## src/rtl/alu_ctrl_pkg.sv

```systemverilog
// alu_ctrl_pkg: shared encodings for the EX-stage ALU control decoder.
//   - ALU operation codes driven on ALUControl
//   - main-decoder ALUOp classes and R-type funct codes
//   - MDU operation and mfhi/mflo encodings
//   - MDU sequencer state type
package alu_ctrl_pkg;

  typedef enum logic [3:0] {
    ALU_ADD = 4'd0,
    ALU_SUB = 4'd1,
    ALU_AND = 4'd2,
    ALU_OR  = 4'd3,
    ALU_SLT = 4'd4,
    ALU_NOR = 4'd5,
    ALU_XOR = 4'd6,
    ALU_SLL = 4'd7,
    ALU_SRL = 4'd8,
    ALU_SRA = 4'd9
  } alu_op_e;

  localparam logic [1:0] ALUOP_ADD   = 2'b00;
  localparam logic [1:0] ALUOP_SUB   = 2'b01;
  localparam logic [1:0] ALUOP_RTYPE = 2'b10;
  localparam logic [1:0] ALUOP_OR    = 2'b11;

  localparam logic [5:0] FN_SLL   = 6'b000000;
  localparam logic [5:0] FN_SRL   = 6'b000010;
  localparam logic [5:0] FN_SRA   = 6'b000011;
  localparam logic [5:0] FN_JR    = 6'b001000;
  localparam logic [5:0] FN_MFHI  = 6'b010000;
  localparam logic [5:0] FN_MFLO  = 6'b010010;
  localparam logic [5:0] FN_MULT  = 6'b011000;
  localparam logic [5:0] FN_MULTU = 6'b011001;
  localparam logic [5:0] FN_DIV   = 6'b011010;
  localparam logic [5:0] FN_DIVU  = 6'b011011;
  localparam logic [5:0] FN_ADD   = 6'b100000;
  localparam logic [5:0] FN_ADDU  = 6'b100001;
  localparam logic [5:0] FN_SUB   = 6'b100010;
  localparam logic [5:0] FN_SUBU  = 6'b100011;
  localparam logic [5:0] FN_AND   = 6'b100100;
  localparam logic [5:0] FN_OR    = 6'b100101;
  localparam logic [5:0] FN_XOR   = 6'b100110;
  localparam logic [5:0] FN_NOR   = 6'b100111;
  localparam logic [5:0] FN_SLT   = 6'b101010;

  typedef enum logic [1:0] {
    MDU_MULT  = 2'b00,
    MDU_MULTU = 2'b01,
    MDU_DIV   = 2'b10,
    MDU_DIVU  = 2'b11
  } mdu_op_e;

  localparam logic [1:0] MFHILO_NONE = 2'b00;
  localparam logic [1:0] MFHILO_LO   = 2'b01;
  localparam logic [1:0] MFHILO_HI   = 2'b10;

  typedef enum logic {
    MDU_IDLE = 1'b0,
    MDU_BUSY = 1'b1
  } mdu_state_e;

  function automatic int unsigned max_u(input int unsigned a, input int unsigned b);
    return (a > b) ? a : b;
  endfunction

endpackage

```

## src/rtl/alu_ctrl_seq_mdu_seq.sv

```systemverilog
// mdu_seq: fixed-latency multiply/divide sequencer.
//   On i_start (only honoured in IDLE) the op is latched, a busy count is
//   loaded with MUL_LAT or DIV_LAT, and the FSM sits in BUSY until the
//   cycle where the count reaches 1.
//   Build option ALUCTRL_DIV_EN: when undefined only MUL_LAT is used.
// Ports:
//   clk, reset    clock, synchronous active-high reset
//   i_start       accepted MDU instruction this cycle
//   i_op          MDU op of the accepted instruction
//   o_start       one-cycle start pulse (first busy cycle)
//   o_busy        sequence in progress
//   o_hilo_we     one-cycle HI/LO write strobe (last busy cycle)
//   o_op          op of the current/last sequence
module mdu_seq
  import alu_ctrl_pkg::*;
#(
  parameter int unsigned MUL_LAT = 4,
  parameter int unsigned DIV_LAT = 32
) (
  input  logic       clk,
  input  logic       reset,
  input  logic       i_start,
  input  logic [1:0] i_op,
  output logic       o_start,
  output logic       o_busy,
  output logic       o_hilo_we,
  output logic [1:0] o_op
);

  localparam int unsigned MAX_LAT = max_u(MUL_LAT, DIV_LAT);
  localparam int unsigned CNT_W   = $clog2(MAX_LAT + 1);

  mdu_state_e       r_state;
  logic [CNT_W-1:0] r_cnt;
  logic             r_start;
  logic             r_busy;
  logic             r_hilo_we;
  mdu_op_e          r_op;
  logic [CNT_W-1:0] w_lat;

`ifdef ALUCTRL_DIV_EN
  assign w_lat = i_op[1] ? CNT_W'(DIV_LAT) : CNT_W'(MUL_LAT);
`else
  assign w_lat = CNT_W'(MUL_LAT);
`endif

  // Strobes are registered: hilo_we is raised on the edge entering the
  // count==1 cycle, or directly at start when the latency is 1.
  always_ff @(posedge clk) begin
    if (reset) begin
      r_state   <= MDU_IDLE;
      r_cnt     <= '0;
      r_start   <= 1'b0;
      r_busy    <= 1'b0;
      r_hilo_we <= 1'b0;
      r_op      <= MDU_MULT;
    end else begin
      r_start   <= 1'b0;
      r_hilo_we <= 1'b0;
      case (r_state)
        MDU_IDLE: begin
          if (i_start) begin
            r_state   <= MDU_BUSY;
            r_cnt     <= w_lat;
            r_start   <= 1'b1;
            r_busy    <= 1'b1;
            r_op      <= mdu_op_e'(i_op);
            r_hilo_we <= (w_lat == CNT_W'(1));
          end
        end
        MDU_BUSY: begin
          if (r_cnt == CNT_W'(1)) begin
            r_state <= MDU_IDLE;
            r_cnt   <= '0;
            r_busy  <= 1'b0;
          end else begin
            r_cnt     <= r_cnt - CNT_W'(1);
            r_hilo_we <= (r_cnt == CNT_W'(2));
          end
        end
        default: begin
          r_state <= MDU_IDLE;
          r_cnt   <= '0;
          r_busy  <= 1'b0;
        end
      endcase
    end
  end

  assign o_start   = r_start;
  assign o_busy    = r_busy;
  assign o_hilo_we = r_hilo_we;
  assign o_op      = r_op;

endmodule

```

## src/rtl/alu_ctrl_seq.sv

```systemverilog
// alu_ctrl_seq: EX-stage ALU control decoder with one registered stage and
// a fixed-latency MULT/DIV sequencer that stalls the front of the pipe.
// Build option ALUCTRL_DIV_EN: enables DIV/DIVU decode (uses DIV_LAT);
// otherwise those functs decode as illegal.
// Ports:
//   clk, reset     clock, synchronous active-high reset
//   in_valid       instruction offered
//   ALUOp          main-decoder class (00 add, 01 sub, 11 or, 10 R-type)
//   Function       R-type funct field
//   flush          kill offered instruction and registered output
//   ALUControl     registered ALU op code
//   JRControl      registered jr flag
//   mfhilo         registered mfhi(10)/mflo(01)
//   illegal        registered unrecognised-funct flag
//   out_valid      registered outputs meaningful
//   mdu_start      MDU start pulse
//   mdu_op         MDU operation, held through busy
//   mdu_busy       MDU sequence in progress
//   hilo_we        HI/LO write strobe
//   stall          upstream hold, equals mdu_busy
module alu_ctrl_seq
  import alu_ctrl_pkg::*;
#(
  parameter int unsigned ALUCTRL_W = 4,
  parameter int unsigned MUL_LAT   = 4,
  parameter int unsigned DIV_LAT   = 32
) (
  input  logic                 clk,
  input  logic                 reset,
  input  logic                 in_valid,
  input  logic [1:0]           ALUOp,
  input  logic [5:0]           Function,
  input  logic                 flush,
  output logic [ALUCTRL_W-1:0] ALUControl,
  output logic                 JRControl,
  output logic [1:0]           mfhilo,
  output logic                 illegal,
  output logic                 out_valid,
  output logic                 mdu_start,
  output logic [1:0]           mdu_op,
  output logic                 mdu_busy,
  output logic                 hilo_we,
  output logic                 stall
);

  alu_op_e    w_alu;
  logic       w_jr;
  logic [1:0] w_mfhilo;
  logic       w_illegal;
  logic       w_mdu_req;
  logic [1:0] w_mdu_op;
  logic       w_accept;
  logic       w_busy;

  alu_op_e    r_alu;
  logic       r_jr;
  logic [1:0] r_mfhilo;
  logic       r_illegal;
  logic       r_valid;

  assign w_accept = in_valid && !w_busy && !flush;

  always_comb begin
    w_alu     = ALU_ADD;
    w_jr      = 1'b0;
    w_mfhilo  = MFHILO_NONE;
    w_illegal = 1'b0;
    w_mdu_req = 1'b0;
    w_mdu_op  = MDU_MULT;
    case (ALUOp)
      ALUOP_ADD: w_alu = ALU_ADD;
      ALUOP_SUB: w_alu = ALU_SUB;
      ALUOP_OR:  w_alu = ALU_OR;
      default: begin
        case (Function)
          FN_ADD, FN_ADDU: w_alu = ALU_ADD;
          FN_SUB, FN_SUBU: w_alu = ALU_SUB;
          FN_AND:          w_alu = ALU_AND;
          FN_OR:           w_alu = ALU_OR;
          FN_XOR:          w_alu = ALU_XOR;
          FN_NOR:          w_alu = ALU_NOR;
          FN_SLT:          w_alu = ALU_SLT;
          FN_SLL:          w_alu = ALU_SLL;
          FN_SRL:          w_alu = ALU_SRL;
          FN_SRA:          w_alu = ALU_SRA;
          FN_JR:           w_jr = 1'b1;
          FN_MFHI:         w_mfhilo = MFHILO_HI;
          FN_MFLO:         w_mfhilo = MFHILO_LO;
          FN_MULT: begin
            w_mdu_req = 1'b1;
            w_mdu_op  = MDU_MULT;
          end
          FN_MULTU: begin
            w_mdu_req = 1'b1;
            w_mdu_op  = MDU_MULTU;
          end
`ifdef ALUCTRL_DIV_EN
          FN_DIV: begin
            w_mdu_req = 1'b1;
            w_mdu_op  = MDU_DIV;
          end
          FN_DIVU: begin
            w_mdu_req = 1'b1;
            w_mdu_op  = MDU_DIVU;
          end
`endif
          default:         w_illegal = 1'b1;
        endcase
      end
    endcase
  end

  // Non-accepted cycles (bubble, stall or flush) clear every decode field.
  always_ff @(posedge clk) begin
    if (reset || !w_accept) begin
      r_alu     <= ALU_ADD;
      r_jr      <= 1'b0;
      r_mfhilo  <= MFHILO_NONE;
      r_illegal <= 1'b0;
      r_valid   <= 1'b0;
    end else begin
      r_alu     <= w_alu;
      r_jr      <= w_jr;
      r_mfhilo  <= w_mfhilo;
      r_illegal <= w_illegal;
      r_valid   <= 1'b1;
    end
  end

  mdu_seq #(
    .MUL_LAT (MUL_LAT),
    .DIV_LAT (DIV_LAT)
  ) u_mdu_seq (
    .clk       (clk),
    .reset     (reset),
    .i_start   (w_accept && w_mdu_req),
    .i_op      (w_mdu_op),
    .o_start   (mdu_start),
    .o_busy    (w_busy),
    .o_hilo_we (hilo_we),
    .o_op      (mdu_op)
  );

  assign ALUControl = ALUCTRL_W'(r_alu);
  assign JRControl  = r_jr;
  assign mfhilo     = r_mfhilo;
  assign illegal    = r_illegal;
  assign out_valid  = r_valid;
  assign mdu_busy   = w_busy;
  assign stall      = w_busy;

endmodule
```

## config.mk

```make
export PLATFORM = sky130hd
export DESIGN_NAME = alu_ctrl_seq
export DESIGN_NICKNAME = d
export VERILOG_FILES = /design/src/rtl/alu_ctrl_pkg.sv /design/src/rtl/alu_ctrl_seq_mdu_seq.sv /design/src/rtl/alu_ctrl_seq.sv
export SDC_FILE = /design/constraint.sdc
export NUM_CORES = 1
export LEC_CHECK = 0
export ABC_CLOCK_PERIOD_IN_PS = 1670
export BUFFER_PORTS_ARGS = -buffer_cell sky130_fd_sc_hd__buf_2
export CAP_MARGIN = 10
export CELL_PAD_IN_SITES_DETAIL_PLACEMENT = 1
export CELL_PAD_IN_SITES_GLOBAL_PLACEMENT = 2
export CORE_ASPECT_RATIO = 1.5
export CORE_MARGIN = 1.5
export CORE_UTILIZATION = 29
export CTS_BUF_LIST = sky130_fd_sc_hd__clkbuf_16
export DETAILED_ROUTE_END_ITERATION = 10
export GPL_TIMING_DRIVEN = 0
export HOLD_SLACK_MARGIN = 0.06
export PLACE_DENSITY_LB_ADDON = 0.15
export SLEW_MARGIN = 25
export SYNTH_ARGS = -nofsm -noshare
export SYNTH_HDL_FRONTEND = slang
export SYNTH_SLANG_ARGS = --single-unit
export TNS_END_PERCENT = 20
```

## constraint.sdc

```tcl
create_clock -name clk -period 1.67 [get_ports clk]
set_input_delay 0.334 -clock clk [delete_from_list [all_inputs] [get_ports clk]]
set_output_delay 0.334 -clock clk [all_outputs]
set_load 0.01 [all_outputs]
```

After elaboration in Yosys (flattened, before gate mapping)
Index checks and enable logic that the tools add are counted.
{ "word_totals": {"regBits": 21, "inputBits": 12, "output_inout_bits": 15, "elab_cells": 73} }
{ "classes": {"addsub": 1, "n_eq_ne": 22, "mux": 21, "bitwise_logic": 1, "reduce_logical": 17} }
{ "ops": {"columns": ["operator", "n"], "rows": [
  ["== test 6 bit (second input constant)", 9],
  ["case mux 4 bit (9 select lines)", 1],
  ["== test 6 x 5 -> 1 bit (second input constant)", 4],
  ["== test 6 x 2 -> 1 bit (second input constant)", 3],
  ["OR reduction 17 bit", 1],
  ["two-way mux 1 bit", 12],
  ["two-way mux 6 bit", 2],
  ["case mux 4 bit (3 select lines)", 1],
  ["case mux 6 bit (2 select lines)", 1],
  ["== test 6 x 1 -> 1 bit (second input constant)", 1],
  ["== test 6 x 4 -> 1 bit (second input constant)", 1],
  ["zero test 6 bit", 1],
  ["case mux 1 bit (2 select lines)", 3],
  ["OR reduction 2 bit", 3],
  ["subtractor 6 x 1 -> 6 bit (second input constant)", 1],
  ["case mux 2 bit (2 select lines)", 1],
  ["AND reduction 2 bit", 2],
  ["OR reduction 4 bit", 1],
  ["logical AND 1 bit", 3],
  ["zero test 1 bit", 3],
  ["OR reduction 3 bit", 1],
  ["== test 2 x 1 -> 1 bit (second input constant)", 1],
  ["== test 2 bit (second input constant)", 1],
  ["zero test 2 bit", 1],
  ["other kinds (4)", 4]
]} }

Logic depth before layout (Yosys ltp)
{ "depth": {"depth_word": 7, "depth_mapped": 5, "ltp_nobuf": 5} }

By module
From an unflattened synthesis, not the netlist that was laid out.
{ "unflattened": {"hier_cells": 120, "area_unflattened_um2": 1036.0} }
{ "by_module_without_submodules": {"columns": ["module", "n_inst", "cells_per_inst", "area_each_um2", "seq_area_each_um2"], "rows": [
  ["mdu_seq", 1, 60, 549.3, 240.2],
  ["alu_ctrl_seq", 1, 60, 486.7, 180.2]
]} }

Worst setup path before layout
Ideal clock, no wire load.
{ "synth_timing": {"path_kind": "reg-to-reg", "startpoint": "register u_mdu_seq.r_busy, in the netlist u_mdu_seq.o_busy", "endpoint": "register r_mfhilo[0], in the netlist mfhilo[0]", "setup_time_ns": 0.061, "arrival_time_ns": 1.463, "required_ns": 1.609, "slack_ns": 0.146, "stages_incl_launch_ff": 5, "path_buffers": 0, "period_less_slack_ns": 1.524, "path_cell_list": "dfxtp_1 -> or3b_4 -> or3_4 -> nor4_2 -> and4b_1"} }
{ "synth_via": {"elab_chain_cells": 6} }
{ "synth_rtl": {"columns": ["item", "line_no", "text"], "rows": [
  ["from (decl)", "alu_ctrl_seq_mdu_seq.sv:36", "logic r_busy;"],
  ["from (signal assigned)", "alu_ctrl_seq_mdu_seq.sv:54", "r_busy <= 1'b0;"],
  ["from (signal assigned)", "alu_ctrl_seq_mdu_seq.sv:66", "r_busy <= 1'b1;"],
  ["from (signal assigned)", "alu_ctrl_seq_mdu_seq.sv:75", "r_busy <= 1'b0;"],
  ["zero test 1 bit", "alu_ctrl_seq.sv:61", "assign w_accept = in_valid && !w_busy && !flush;"],
  ["logical AND 1 bit (2 in a row)", "alu_ctrl_seq.sv:61", null],
  ["zero test 1 bit", "alu_ctrl_seq.sv:115", "if (reset || !w_accept) begin"],
  ["logical OR 1 bit", "alu_ctrl_seq.sv:115", null],
  ["OR reduction 4 bit (no line)", null, null],
  ["to (signal assigned)", "alu_ctrl_seq.sv:124", "r_mfhilo <= w_mfhilo;"],
  ["to (decl)", "alu_ctrl_seq.sv:57", "logic [1:0] r_mfhilo;"]
]} }
No other way between the ends.
A chain may end at the register's enable or synchronous reset.

Worst setup path in the final report
{ "layout_timing": {"startpoint": "register u_mdu_seq.r_busy, in the netlist u_mdu_seq.o_busy", "endpoint": "register r_mfhilo[1], in the netlist mfhilo[1]"} }
The elaborated chain is that of the path after synthesis.

==> metrics.yaml <==
rows: 25
grt_max_degree: 12
hpwl_um: 1939
synth_compound_area_frac: 0.1402
drt_iter0_markers: 9
portBuffers: 22
timing.final.ws_setup_ps: 69.62
dpl_cell_area_um2: 1151
fp.coreArea_um2: 3222
min_to: "ALUControl[0]"
async_flop_share: 0
synth_area_per_cell_um2: 8.617
fp.dieH_um: 74.59
hold_viol_final: 0
mappedNetlistNets: 130
mostFrequentLayoutCells: "buf_2 (22), dfxtp_1 (20), nor2_1 (9), nand2_1 (9)"
period_needed_ps: 1600
ioPinCount: 27
synth.distinct_cells: 36
yosys.area_share.simple: 0.3207
drive_gt1_frac: 0.2270
syn_inst: 115
power_density_nw_per_um2: 849.5
num_vias: 891
tightest_slew_ps: 515.7
dr.pass1.iters: 4
r2r-start: "u_mdu_seq.o_busy"
diodes: 0
synth_top_area_share: 0.4040
initial_core_util: 0.3076
rr_endpoint: "mfhilo[1]"
endpoint_kind: "flip-flop"
arrival_ps: 1790
r2r_slack_ps: 70
clkLatencyLatePin_ps: 250
die_w_um: 50.73
p_leak_nw: 0.5462
gr-usage-all-layers: 0.1373
synth_area_leaders: "dfxtp_1 (40%), ha_1 (3.8%), nor2_1 (3.8%)"
max_cap_violations: 0
path_class: "reg -> reg"
ant_nets: 0
grt_pass1_vias: 906
wirelength_um: 2378
syn_to_final_growth_pct: 25.25
path_clk_slew_ps: 50
fp.dieArea_um2: 3784
dp_worst_setup_slack_ps: -13.28
grt-ovfl-total: 0
cts_sinks: 20
peakVddDrop_mv: 0.3459
drc: 0
place_congestion: 0.6993
grt_pass1_wl_um: 3946
cts_max_path_buffers: 2
utilization: 0.3852
hp-class: "in -> reg"
mostFrequentLayoutCell: "buf_2"
ys_seq_area_frac: 0.4040
yosys_warnings: 0
root_buffer: "clkbuf_16"
cts_tree: "done"
fillers: 404
vias_per_cell: 4.923
numCtsBuffers: 3
antenna_found_initial: 0
crit_path_max_fanout: 4
synth_fa_ha_area_frac: 0.03788
reg2reg_depth: 4
synth_edf_count: 0
slew_viol_final: 0
maxSlewHeadroom: 0.6530
hold_depth: 3
synth_top_family_by_area: "simple AND/OR/NAND/NOR gates"
fin_area_um2: 1241
layout.nets: 157
synth_xor_area_frac: 0.02652
synthFlopType: "dfxtp_1"
cp.required_ps: 1860
syn-cell-area_um2: 991.0
setup_viol: 0
synthMuxAreaShare: 0.01010
finalCritPeriodShare: 0.9583
fmax_mhz: 624.9
htree_levels: 1
hp-start: "ALUOp[0]"
cp-start-kind: "flip-flop"
avgRoutedWirePerCell_um: 13.14
yosysTopAreaCell: "dfxtp_1"
skew_ps: 1.174
ys_seq_elements: 20
outcome: "complete, no violations"
metal layers:
| layer | global-route usage | part of all wire | vias to the layer above |
|---|---|---|---|
| met5 | 0 | 0 | - |
| met4 | 0.08108 | 0.015 | 0 |
| met3 | 0.008032 | 0.025 | 2 |
| met2 | 0.2734 | 0.57 | 16 |
| li1 | - | - | 453 |
| met1 | 0.1372 | 0.39 | 420 |
what timing repair did:
item / in CTS / in global routing
hold buffers: 0 / 0
resized for setup: 0 / 2
buffers inserted: 0 / 0
setup endpoints to repair: 0 / 4
flip-flops by register name (all words and copies together) (netlist names):
signal	cells
out_valid	1
JRControl	1
u_mdu_seq.r_state	1
u_mdu_seq.o_op	1
u_mdu_seq.o_busy	1
mfhilo	2
ALUControl	4
u_mdu_seq.o_start	1
illegal	1
u_mdu_seq.r_cnt	6
u_mdu_seq.o_hilo_we	1
synth_stat cells, drive strengths merged, types with 3 or more instances:
| cell | instances |
|---|---|
| clkbuf | 7 |
| nand3 | 3 |
| or3 | 3 |
| a21oi | 7 |
| nand2b | 4 |
| nor4 | 5 |
| inv | 4 |
| o21ai | 5 |
| ha | 3 |
| dfxtp | 20 |
| a21o | 3 |
| o2bb2ai | 3 |
| nand2 | 9 |
| nor3 | 4 |
| nor2 | 10 |
kinds of logic (layout without fill, tap and decap cells):
group	Yosys count	after routing
flops	20	20
compound gates	22	22
other cells	1	1
fa+ha+maj	3	3
simple gates	52	52
buf+inv	13	39
mux	1	1
xor+xnor	3	3
metrics by stage:
stage | TNS [ps] | power, mW | hold WS, ps | instances
global route | -38.68 | 1.103 | 357.9 | 181
CTS | 0 | 1.064 | 331.7 | 181
detailed placement | -33.12 | 0.5790 | 476.1 | 177
finish | 0 | 1.054 | 337.3 | 181
global placement | -21.67 | 0.5779 | 464.9 | 177
floorplan | 0 | 0.5498 | 442.6 | 115
critical path, cell delays in order (launching register included):
cell,delay [ps]
dfxtp_1,330
or3b_4,420
or3_4,410
nor4_4,160
and4bb_1,210
worst max-delay path by stage:
stage	start	endpoint	cells past startpoint
after floorplan	u_mdu_seq.o_busy	mfhilo[0]	4
after global placement	flush	mfhilo[0]	5
after detailed placement	flush	ALUControl[3]	5
after CTS	u_mdu_seq.o_busy	mfhilo[1]	4
after global routing	u_mdu_seq.o_busy	u_mdu_seq.o_busy	4
final	u_mdu_seq.o_busy	mfhilo[1]	4
power breakdown:
group | leakage [nW] | total [mW] | switching, mW | internal (mW)
registers | 0.161 | 0.482 | 0.00145 | 0.481
clock network | 0.0385 | 0.484 | 0.166 | 0.318
logic | 0.346 | 0.0881 | 0.0532 | 0.0350
total | 0.546 | 1.05 | 0.221 | 0.834
final cells by class:
cell class	instances	area (um2)	area share
Inverter	4	15.01	0.01210
Buffer	9	41.29	0.03327
Clock buffer	3	75.07	0.06048
Clock inverter	1	3.754	0.003024
Timing Repair Buffer	22	110.1	0.08871
Tap cell	40	50.05	0.04032
Sequential cell	20	400.4	0.3226
Multi-Input combinational cell	82	545.5	0.4395
(Power assumes the default switching activity.)
